### src/rtl/branch_sequencer.sv
// Branch execution sequencer for the multi-cycle MIPS datapath: decodes the branch
// opcode, steps the ALU through target and compare, and counts taken branches.
//
//   state   | meaning
//   --------+-----------------------------------------------------------
//   IDLE    | waiting for start; all strobes low
//   TARGET  | ALU computes PC + (offset << 2) into ALUOut
//   COMPARE | ALU subtracts A - B; conditional PC write from ALUOut
//   DONE    | one-cycle done pulse, then back to IDLE
module branch_sequencer (
  input  logic        clk,
  input  logic        reset,
  input  logic        start,
  input  logic [5:0]  opcode,
  input  logic        abort,
  input  logic        cond_in,
  output logic [1:0]  branch_ctrl,
  output logic        alu_src_a,
  output logic [1:0]  alu_src_b,
  output logic [2:0]  alu_op,
  output logic        aluout_write,
  output logic [1:0]  pc_source,
  output logic        pc_write_cond,
  output logic        busy,
  output logic        done,
  output logic        illegal,
  output logic [15:0] taken_count
);

  typedef enum logic [1:0] {IDLE, TARGET, COMPARE, DONE} seqState;

  seqState state, nextState;
  logic       opLegal;
  logic [1:0] opCtrl;
  logic       acceptStart;

  always_comb begin
    opLegal = 1'b1;
    opCtrl  = 2'b00;
    case (opcode)
      6'h04:   opCtrl = 2'b00;
      6'h07:   opCtrl = 2'b01;
      6'h06:   opCtrl = 2'b10;
      6'h05:   opCtrl = 2'b11;
      default: opLegal = 1'b0;
    endcase
  end

  // abort outranks start, so a start coinciding with abort is simply not taken
  assign acceptStart = (state == IDLE) && start && !abort;

  always_comb begin
    nextState     = state;
    alu_src_a     = 1'b0;
    alu_src_b     = 2'b00;
    alu_op        = 3'b000;
    aluout_write  = 1'b0;
    pc_source     = 2'b00;
    pc_write_cond = 1'b0;
    busy          = 1'b0;
    done          = 1'b0;
    case (state)
      IDLE: begin
        if (start) nextState = opLegal ? TARGET : DONE;
      end
      TARGET: begin
        alu_src_b    = 2'b11;
        alu_op       = 3'b001;
        aluout_write = 1'b1;
        busy         = 1'b1;
        nextState    = COMPARE;
      end
      COMPARE: begin
        alu_src_a     = 1'b1;
        alu_op        = 3'b010;
        pc_source     = 2'b01;
        pc_write_cond = 1'b1;
        busy          = 1'b1;
        nextState     = DONE;
      end
      DONE: begin
        busy      = 1'b1;
        done      = 1'b1;
        nextState = IDLE;
      end
      default: nextState = IDLE;
    endcase
    if (abort) nextState = IDLE;
  end

  always_ff @(posedge clk or posedge reset) begin
    if (reset) state <= IDLE;
    else       state <= nextState;
  end

  // The PC write in COMPARE still lands when abort is sampled there, so the
  // taken count follows the same edge regardless of abort.
  always_ff @(posedge clk or posedge reset) begin
    if (reset) begin
      branch_ctrl <= 2'b00;
      illegal     <= 1'b0;
      taken_count <= 16'h0000;
    end else begin
      if (acceptStart) begin
        illegal <= !opLegal;
        if (opLegal) branch_ctrl <= opCtrl;
      end
      if (state == COMPARE && cond_in && taken_count != 16'hFFFF)
        taken_count <= taken_count + 16'd1;
    end
  end

endmodule

### config.mk
export PLATFORM = sky130hd
export DESIGN_NAME = branch_sequencer
export DESIGN_NICKNAME = d
export VERILOG_FILES = /design/src/rtl/branch_sequencer.sv
export SDC_FILE = /design/constraint.sdc
export NUM_CORES = 1
export LEC_CHECK = 0
export CORE_ASPECT_RATIO = 2
export CORE_MARGIN = 2
export CORE_UTILIZATION = 44
export CTS_CLUSTER_SIZE = 25
export DETAILED_ROUTE_END_ITERATION = 6
export PLACE_DENSITY = 0.78
export SLEW_MARGIN = 20
export SYNTH_ARGS = -nofsm -noshare
export SYNTH_HDL_FRONTEND = slang
export SYNTH_SLANG_ARGS = --single-unit
### constraint.sdc
create_clock -name clk -period 2.3 [get_ports clk]
set_input_delay 0.345 -clock clk [delete_from_list [all_inputs] [get_ports clk]]
set_output_delay 0.345 -clock clk [all_outputs]
set_load 0.05 [all_outputs]
==> results.toml, run 1 <==
[die]
core_sq_um = 2570
die_h_um = 77.7
core.rowCount = 26
die-area_sq_um = 3170
ios = 42
die-width_um = 40.9
initial_core_util_pct = 46.5

[global_route]
grt_pass1_wl_mm = 4.64
grt_max_degree = 22
antenna_found_initial = 0
track_usage_pct = 20.8
grt.overflow.total = 0
grt_pass1_vias = 1043

[setup_path]
reg2reg_from = "state[0]$_DFFE_PP0P_"
start_kind = "flip-flop"
cp_max_fo = 4
worstPathArrival_ns = 1.85
cp-end-kind = "output pin"
regToRegEndpoint = "taken_count[9]$_DFFE_PP0P_"
cp_data_required_time_ns = 1.96
r2r_slack_ns = 0.42
reg2reg_depth = 6
path_class = "flip-flop to output pin"

[timing]
fin_crit_sh_pct = 95.4
setup_viol = 0
tns_ns = 0
slew_headroom_pct = 65.7
tightest_slew_ns = 0.514
final_max_slew_viol_count = 0
timing.fmax_mhz = 456
rsz0062_at_grt = "no"
period_needed_ns = 2.19
final.setup_skew_ns = 0.00354
finalHoldViolCount = 0

[job]
cap_violations = 0

[yosys]
synth_common_cells = "dfrtp_1, nand2_1, inv_1"
synth-edff-count = 0
synthArstFlopShare_pct = 100
yosysMostFrequentCell = "dfrtp_1"
postSynthCellCount = 114
yosys.area_share.simple_pct = 22.2
synth_seq_cells = 21
seq_area_frac_synth_pct = 44.0
synth-warning-count = 0
synth-compound-area-share_pct = 7.33
synth.area.mux_share_pct = 4.92
synth_xor_area_share_pct = 8.06
netlist.area_leader.share_pct = 44.0
yosys.cell_types.count = 35
synth_top_family_by_area = "simple AND/OR/NAND/NOR gates"
ys_top_cells_by_area = "dfrtp_1, ha_1, buf_4, xnor2_1, xor2_1"
synth-adder-area-share_pct = 6.28
ys.flop_type = "dfrtp_1"
syn_area_sq_um = 1190
syn_area_per_cell_sq_um = 10.5
synth_top_cell_by_area = "dfrtp_1"

[route]
antenna_left = 0
drt_iter0_drc = 25
routed_via_density = 5.58
wire_per_inst_um = 14.8
routed_wirelength_mm = 2.68
dr.pass1.iters = 4
vias = 1010
remaining_drc_errors = 0

[cts]
cts_sinks = 21
cts_buffer_depth = 2
cts_max_level = 1
cts_inserted_buffers = 3
cts_resized = 0
cts_tree = "yes"
clkLatencyLatePin_ns = 0.26
cts-root-buf = "clkbuf_8"
post_cts_buffers = 0
postCtsHoldBufs = 0
cts.clk_slew.worst_paths_ns = 0.08

[layout]
area_growth_pct = 35.8
fin_nets = 171
final.fill_count = 226
num_antenna_cells = 0
drive_gt1_share_pct = 13.1

[power]
p_leak_nw = 0.704
switching_power_mw = 0.939
power_frac_seq_pct = 28.7
intPower_mw = 0.896
finalPower_mw = 1.83
swShare_pct = 51.2
combPwrFrac_pct = 58.0
clockPowerShare_pct = 13.4
cellPowerDensity_nw_per_um2 = 1130
ir_drop_mv = 0.967

[placed_design]
dp_hpwl_mm = 2.13
routabilityCongestion = 0.727
port_buffers = 39

[min_path]
worstHoldPathType = "input port to async pin"

[status]
status = "finished, final reports clean"
## worst max-delay path: stages, from the launching register on
cell,delay [ns]
dfrtp_1,0.42
inv_1,0.11
ha_1,0.23
clkdlybuf4s50_1,0.84
## sequential cells by signal, summed over array words and instances, names as in the netlist
| name | cells |
|---|---|
| taken_count | 16 |
| state | 2 |
| illegal | 1 |
| branch_ctrl | 2 |
## worst max path at each step
stage | startpoint | end | slack, ns | cells after the start
2_1_floorplan | state[0]$_DFFE_PP0P_ | taken_count[15]$_DFFE_PP0P_ | 0.26 | 6
3_3_place_gp | opcode[3] | branch_ctrl[0]$_DFFE_PP0P_ | 0.29 | 4
3_5_place_dp | opcode[3] | branch_ctrl[0]$_DFFE_PP0P_ | 0.24 | 4
4_1_cts | state[1]$_DFFE_PP0P_ | alu_op[0] | 0.09 | 3
5_1_grt | state[1]$_DFFE_PP0P_ | alu_op[0] | 0.04 | 3
6_report | state[1]$_DFFE_PP0P_ | alu_op[0] | 0.11 | 3
## area by class of cell
class / instances / area (sq um) / area share, %
well taps: 28 / 35.0 / 2.16
inverters: 8 / 30.0 / 1.85
clock inverters: 1 / 5.00 / 0.308
clock buffers: 3 / 41.3 / 2.54
flip-flops and latches: 21 / 526 / 32.4
repair buffers: 41 / 395 / 24.4
multi-input cells: 79 / 591 / 36.4
## cell families (layout without fill, tap and decap cells)
family	Yosys count	in the layout
AO/OA/AOI/OAI	14	14
XOR/XNOR	11	11
adder cells (fa/ha/maj)	6	6
buffers and inverters	15	53
flip-flops	21	21
multiplexers	5	5
other	1	2
AND/OR/NAND/NOR	41	41
## routing by layer
layer / global-route usage, % / routed length [um]
met4: 10.0 / 43
met3: 5.14 / 180
met1: 21.1 / 924
met5: 0 / 0
met2: 35.6 / 1530
## power groups by stage
stage	combinational [mW]	clock, mW	sequential (mW)
6_report	1.06	0.245	0.526
3_5_place_dp	1.07	0	0.529
3_3_place_gp	1.05	0	0.527
2_1_floorplan	0.608	0	0.706
4_1_cts	1.07	0.249	0.524
5_1_grt	1.12	0.270	0.538
## metrics by stage
| stage | cells | utilization [%] | worst slack, ns | cell area, sq um | hold WS (ns) |
|---|---|---|---|---|---|
| finish | 181 | 63.1 | 0.105 | 1620 | 0.412 |
| global route | 181 | 63.1 | 0.0370 | 1620 | 0.464 |
| CTS | 181 | 63.1 | 0.0943 | 1620 | 0.431 |
| detailed placement | 177 | 61.3 | 0.240 | 1580 | 0.493 |
| global placement | 177 | 61.3 | 0.294 | 1580 | 0.483 |
| floorplan | 115 | - | 0.258 | 1200 | 0.322 |
## cell usage in the layout, fill, tap and decap left out
cell,netlist,layout
a211o_1,1,1
a211oi_1,2,2
a21oi_1,5,5
a311oi_1,1,1
a31oi_1,4,4
and3_1,2,2
and4b_1,1,1
and4bb_1,1,1
buf_4,7,6
clkbuf_8,0,3
clkdlybuf4s50_1,0,35
clkinv_2,0,1
conb_1,1,2
dfrtp_1,21,21
ha_1,6,6
inv_1,8,8
mux2_1,1,1
mux2_2,2,2
mux2_4,1,1
mux2i_1,1,1
nand2_1,9,9
nand2b_1,1,1
nand3_1,7,7
nand3_2,1,1
nand4_1,3,3
nand4b_1,1,1
nor2_1,6,6
nor2_2,1,1
nor3_2,2,2
nor4_1,1,1
nor4_2,1,1
nor4_4,1,1
nor4b_1,1,1
o21ai_0,1,1
or3_1,1,1
or4b_4,1,1
xnor2_1,6,6
xor2_1,5,5
(Power assumes the default switching activity.)
==> run 2: changes to the inputs <==
- PLACE_DENSITY: 0.78 -> not set
- PLACE_DENSITY_LB_ADDON: not set -> 0.05
==> results.toml, run 2 (synthesis results as in run 1) <==
[status]
status = "finished, final reports clean"

[route]
remaining_drc_errors = 0
antenna_left = 0
wire_per_inst_um = 14.9
dr.pass1.iters = 4
routed_via_density = 5.27
drt_iter0_drc = 12
vias = 954
routed_wirelength_mm = 2.70

[layout]
area_growth_pct = 35.8
drive_gt1_share_pct = 13.1
top_register = "taken_count"
layout.cells.non_filler = 181
multi_input_area_sq_um = 591
biggestRegsByFlops = "taken_count: 16 flops, branch_ctrl: 2 flops, state: 2 flops"
num_antenna_cells = 0
layout_common_cells = "clkdlybuf4s50_1, dfrtp_1, nand2_1"
final.fill_count = 231
final_common_cell = "clkdlybuf4s50_1"
largest_reg_flops = 16
fin_nets = 171
register_area_sq_um = 526

[timing]
slew_headroom_pct = 65.5
timing.fmax_mhz = 461
final_max_slew_viol_count = 0
period_needed_ns = 2.17
tns_ns = 0
setup_viol = 0
tightest_slew_ns = 0.516
finalHoldViolCount = 0
fin_crit_sh_pct = 94.3
final.setup_skew_ns = 0.00432
rsz0062_at_grt = "no"
setup_ws_ns = 0.132

[global_route]
grt.overflow.total = 0
grt_pass1_wl_mm = 4.08
grt_max_degree = 22
grt-busiest-layer = "met2"
grt_use_met2_pct = 34.1
use_met3_pct = 2.57
antenna_found_initial = 0
grt_pass1_vias = 974
grtUsageMet1_pct = 17.5
track_usage_pct = 19.0

[setup_path]
start_kind = "flip-flop"
reg2reg_depth = 6
cp_data_required_time_ns = 1.96
cp_max_fo = 4
worstPathArrival_ns = 1.82
regToRegEndpoint = "taken_count[9]$_DFFE_PP0P_"
reg2reg_from = "state[0]$_DFFE_PP0P_"
crit_slowest_cell = "clkdlybuf4s50_1"
path_class = "flip-flop to output pin"
worst-path-buf-inv = 2
crit_path_max_incr_delay_ns = 0.82
crit_family = "buffers and inverters"
r2r_slack_ns = 0.45
cp_cell_sequence = "inv_1, ha_1, clkdlybuf4s50_1"
cp-end-kind = "output pin"

[min_path]
worstHoldPathType = "input port to async pin"

[die]
die-area_sq_um = 3170
ios = 42
initial_core_util_pct = 46.5
core.rowCount = 26
die_h_um = 77.7
die-width_um = 40.9
core_sq_um = 2570

[cts]
postCtsHoldBufs = 0
cts.clk_slew.worst_paths_ns = 0.08
cts_resized = 0
clkLatencyLatePin_ns = 0.26
cts_tree = "yes"
cts_sinks = 21
cts_inserted_buffers = 3
cts_max_level = 1
post_cts_buffers = 0
cts_buffer_depth = 2
cts-root-buf = "clkbuf_8"

[placed_design]
dp_hpwl_mm = 2.13
placed_cells = 177
routabilityCongestion = 0.776
pre_cts_ws_ns = 0.261
port_buffers = 39

[power]
cellPowerDensity_nw_per_um2 = 1120
p_leak_nw = 0.704
ir_drop_mv = 0.698

[job]
cap_violations = 0
==> run 2: cell type report <==
class | instances | share of cell area, %
Clock buffer | 3 | 2.54
Timing Repair Buffer | 41 | 24.4
Multi-Input combinational cell | 79 | 36.4
Tap cell | 28 | 2.16
Clock inverter | 1 | 0.308
Sequential cell | 21 | 32.4
Inverter | 8 | 1.85
==> run 2: per-stage QoR <==
stage | cell area, sq um | util, % | hold slack (ns) | total power, mW
detailed placement | 1580 | 61.3 | 0.490 | 1.59
global route | 1620 | 63.1 | 0.457 | 1.91
global placement | 1580 | 61.3 | 0.484 | 1.57
finish | 1620 | 63.1 | 0.412 | 1.81
CTS | 1620 | 63.1 | 0.418 | 1.84
floorplan | 1200 | - | 0.322 | 1.31
==> run 2: worst max-delay path by stage <==
stage | start | endpoint | cells after the start
global route | state[1]$_DFFE_PP0P_ | alu_op[0] | 3
detailed placement | opcode[3] | branch_ctrl[0]$_DFFE_PP0P_ | 4
global placement | opcode[3] | branch_ctrl[0]$_DFFE_PP0P_ | 4
CTS | state[1]$_DFFE_PP0P_ | alu_op[0] | 3
finish | state[1]$_DFFE_PP0P_ | alu_op[0] | 3
floorplan | state[0]$_DFFE_PP0P_ | taken_count[15]$_DFFE_PP0P_ | 6
==> run 2: metal layers <==
layer / wire, um / share of wire [%]
met3: 110 / 4.1
met2: 1540 / 57
met1: 951 / 35
met5: 0 / 0
met4: 96 / 3.6
==> run 2: where the power goes <==
part | switching (mW) | internal, mW
logic | 0.721 | 0.334
clock network | 0.121 | 0.121
registers | 0.0758 | 0.441
total | 0.918 | 0.896
==> run 2: worst reg2reg max path, cell delays in order (launching register included) <==
cell     delay (ns)
dfrtp_1        0.40
inv_1          0.14
ha_1           0.31
nand4_1        0.19
nor2_1         0.22
nor4b_1        0.33
xor2_1         0.18
==> run 3: changes to the inputs <==
- CAP_MARGIN: not set -> 10
==> results of run 3 <==
No change in the layout: final DEF, timing and power equal those of run 2.
